<file path="src/rtl/controle_acumulador.sv">
// rtl/controle_acumulador.sv - accumulator control around an external 4-bit adder
// Feeds operands to the adder, registers the sum, and emits a result every N_OPERANDOS accepts.
module controle_acumulador #(
  parameter int N_OPERANDOS = 4
) (
  input  logic       clk,
  input  logic       rst_n,
  input  logic       limpar,
  input  logic       modo_sub,
  input  logic       in_valid,
  output logic       in_ready,
  input  logic [3:0] in_data,
  output logic [3:0] soma_a,
  output logic [3:0] soma_b,
  output logic       soma_cin,
  input  logic [3:0] soma_s,
  input  logic       soma_cout,
  output logic       out_valid,
  input  logic       out_ready,
  output logic [3:0] out_data,
  output logic       out_carry
);

  typedef enum logic {ACUMULA, SAIDA} estado_t;

  localparam logic [3:0] ULTIMO = 4'(N_OPERANDOS - 1);

  estado_t    estado, estado_prox;
  logic [3:0] acc;
  logic [3:0] cnt;
  logic       flag;
  logic       aceita;
  logic       entrega;
  logic       pronto;

  // Subtraction is acc + ~in_data + 1 through the same adder.
  assign soma_a   = acc;
  assign soma_b   = modo_sub ? ~in_data : in_data;
  assign soma_cin = modo_sub;

  assign out_data  = (estado == SAIDA) ? acc  : 4'h0;
  assign out_carry = (estado == SAIDA) ? flag : 1'b0;
  assign in_ready  = pronto;

  always_ff @(posedge clk or negedge rst_n) begin
    if (!rst_n) begin
      estado <= ACUMULA;
    end else begin
      estado <= estado_prox;
    end
  end

  always_comb begin
    estado_prox = estado;
    pronto      = 1'b0;
    out_valid   = 1'b0;
    aceita      = 1'b0;
    entrega     = 1'b0;
    case (estado)
      ACUMULA: begin
        pronto = rst_n & ~limpar;
        aceita = in_valid & rst_n & ~limpar;
        if (aceita && cnt == ULTIMO) begin
          estado_prox = SAIDA;
        end
      end
      SAIDA: begin
        out_valid = 1'b1;
        entrega   = out_ready & ~limpar;
        if (entrega) begin
          estado_prox = ACUMULA;
        end
      end
      default: estado_prox = ACUMULA;
    endcase
    if (limpar) begin
      estado_prox = ACUMULA;
    end
  end

  // A carry on add or a missing carry on subtract marks overflow/borrow; the flag is sticky.
  always_ff @(posedge clk or negedge rst_n) begin
    if (!rst_n) begin
      acc  <= 4'h0;
      cnt  <= 4'h0;
      flag <= 1'b0;
    end else if (limpar || entrega) begin
      acc  <= 4'h0;
      cnt  <= 4'h0;
      flag <= 1'b0;
    end else if (aceita) begin
      acc  <= soma_s;
      cnt  <= cnt + 4'h1;
      flag <= flag | (modo_sub ? ~soma_cout : soma_cout);
    end
  end

endmodule
</file>
<file path="config.mk">
export PLATFORM = sky130hd
export DESIGN_NAME = controle_acumulador
export DESIGN_NICKNAME = d
export VERILOG_FILES = /design/src/rtl/controle_acumulador.sv
export SDC_FILE = /design/constraint.sdc
export NUM_CORES = 1
export LEC_CHECK = 0
export CORE_MARGIN = 4
export CORE_UTILIZATION = 34
export CTS_BUF_LIST = sky130_fd_sc_hd__clkbuf_4 sky130_fd_sc_hd__clkbuf_8
export CTS_CLUSTER_DIAMETER = 200
export DETAILED_ROUTE_END_ITERATION = 10
export GPL_TIMING_DRIVEN = 0
export PLACE_DENSITY = 0.76
export SKIP_CTS_REPAIR_TIMING = 1
export SYNTH_ARGS = -nofsm -noshare
export SYNTH_HDL_FRONTEND = slang
export SYNTH_SLANG_ARGS = --single-unit
</file>
<file path="constraint.sdc">
create_clock -name clk -period 1.1 [get_ports clk]
set_input_delay 0.11 -clock clk [delete_from_list [all_inputs] [get_ports clk]]
set_output_delay 0.11 -clock clk [all_outputs]
set_load 0.02 [all_outputs]
</file>
==> impl_metrics.toml <==
[run_status]
status = "complete, but fails checks"
violations = "setup timing"

[power_and_ir_drop]
internal-power_uw = 682
clkPwrFrac_pct = 36.6
netSwitchingFraction_pct = 25.1
p_seq_share_pct = 42.0
vdd_ir_drop_max_uv = 563
powerDensity_mw_per_mm2 = 980
comb_power_share_pct = 21.4
p_leak_nw = 0.540
p_sw_uw = 228

[final_layout]
final_common_cell = "clkdlybuf4s50_1"
n_antenna_cell = 0
mostFrequentLayoutCells = "clkdlybuf4s50_1 (13), dfrtp_1 (9), nor2_1 (7), dlymetal6s2s_1 (7), mux2i_1 (6)"
fill_cells = 125
final_nets = 104
drive_gt1_share_pct = 27.6
syn_to_final_growth_pct = 71.2

[sta]
fin_crit_sh_pct = 114
finalCriticalPeriod_ps = 1260
rsz0062_at_grt = "true"
max_freq_mhz = 795
worst_pin_slew_ps = 455
finalClockSkew_ps = 1.61
fin_ws_ps = -157
holdWs_ps = 283
final-hold-violation-count = 0
slew_viol_final = 0
relSlewSlack_pct = 69.6
setup_viol = 14

[detailed_routing]
ant_nets = 0
drt_iter0_markers = 1
routedWlPerCell_um = 13.3
drt_wl_total_mm = 1.38
vias = 503
viasPerCell = 4.88
drcViolationCount = 0
drt_pass1_iterations = 4

[clock_network]
root_buffer = "clkbuf_4"
cts_tree = "built"
clk_latency_ps = 260
cts-htree-levels = 1
clkTransAtPathRegs_ps = 70
cts_sinks = 10
cts_buffer_depth = 2
cts_buffers = 3

[worst_setup_path]
r2r_cells = 4
cp-start-kind = "flip-flop"
r2r-start = "estado$_DFF_PN0_"
arrival_ps = 1410
reg2reg_to = "cnt[3]$_DFFE_PN0P_"
crit_required_ps = 1250
worstSetupEndpointType = "flip-flop"
critPathKind = "reg -> reg"
critPathLaunch = "estado$_DFF_PN0_"
ff2ff_setup_slack_ps = -160
path_max_fanout = 8

[logic_synthesis]
synth_seq_area_share_pct = 46.1
synth-main-ff-cell = "dfrtp_1"
yosys_warnings = 0
synth_cell_types = 21
syn_avg_cell_area_um2 = 10.6
syn_nets = 67
syn_inst = 51
synthTopCellsByArea = "dfrtp_1 (46%), mux2i_1 (11%), xor2_1 (8.1%)"
synth_edf_count = 0
ys_ff_latch = 10
synth_area_um2 = 543
synth_largest_area_cell = "dfrtp_1"
synth_top_area_share_pct = 46.1
async_flop_share_pct = 100

[global_route]
globalRouteOverflowTotal = 0
grt_pass1_wl_mm = 1.81
first_global_vias = 416
grt_start_max_net_pins = 14
grt_usage_pct = 12.1
antenna_found_initial = 0

[run]
maxCapViolations = 0

[floorplanning]
die_height_um = 48.0
rows = 14
core_area_mm2 = 0.00151
die_width_um = 48.0
die_area_mm2 = 0.00230
ios = 31
initial_core_util_pct = 36.0

[placement]
pre_cts_slack_ps = -837
hpwl_um = 985
routabilityCongestion = 0.687
portBuffers = 29

[hold_path]
hp-class = "in -> reg"
min_to = "cnt[2]$_DFFE_PN0P_"
holdPathStages = 3
min_from = "rst_n"
final cells by class:
class	instances	area, um^2	share of cell area [%]
flip-flops and latches	10	251	27.1
clock buffers	4	36.3	3.90
multi-input cells	37	288	31.0
repair buffers	32	297	31.9
plain buffers	4	37.5	4.04
well taps	16	20.0	2.15
worst max-delay path: stages, from the launching register on:
cell,delay (ps)
dfrtp_2,430
and4bb_2,330
buf_8,140
nand4_1,100
mux2i_1,140
through the flow:
stage,area [um^2],std cells,TNS [ps],power [mW],utilization (%)
2_1_floorplan,549,51,-776,0.471,-
3_3_place_gp,860,96,-10780,0.581,57.1
3_5_place_dp,860,96,-11130,0.582,57.1
4_1_cts,896,100,-11100,0.926,59.5
5_1_grt,930,103,-2670,0.955,61.7
6_report,930,103,-1730,0.911,61.7
registers in the layout, indices dropped and copies added (netlist names):
| register | flops |
|---|---|
| estado | 1 |
| flag | 1 |
| cnt | 4 |
| soma_a | 4 |
synth_stat cells (2+ instances only):
library cell  count
dfrtp_1          10
nor2_1            7
mux2i_1           6
and2_1            5
xor2_1            5
a21oi_1           2
clkbuf_1          2
worst max-delay path by stage:
stage and endpoint:
2_1_floorplan soma_a[0]$_DFFE_PN0P_, 3_3_place_gp in_ready, 3_5_place_dp in_ready, 4_1_cts in_ready, 5_1_grt cnt[1]$_DFFE_PN0P_, 6_report cnt[3]$_DFFE_PN0P_
metal layers:
metal	share of wire, %	global-route usage [%]	up-vias
met5	0	0	-
met3	14	3.38	4
met4	3.1	11.3	0
met1	37	13.4	227
met2	46	18.2	25
li1	-	-	247
kinds of logic after synthesis:
kind of cell	Yosys count	share of synthesized area (%)
DFF	10	46.1
AOI/OAI and AO/OA	6	7.38
and+or+nand+nor	18	18.7
muxes	6	11.1
buffers and inverters	4	4.84
xor gates and xnor gates	6	9.68
adders and majority gates	1	2.30
power by group through the flow:
stage          combinational, mW  clock, mW  sequential [mW]
2_1_floorplan             0.0758          0            0.395
3_3_place_gp               0.192          0            0.390
3_5_place_dp               0.192          0            0.390
4_1_cts                    0.193      0.350            0.383
5_1_grt                    0.211      0.361            0.383
6_report                   0.195      0.334            0.382
Power figures use the tool's default switching activity.
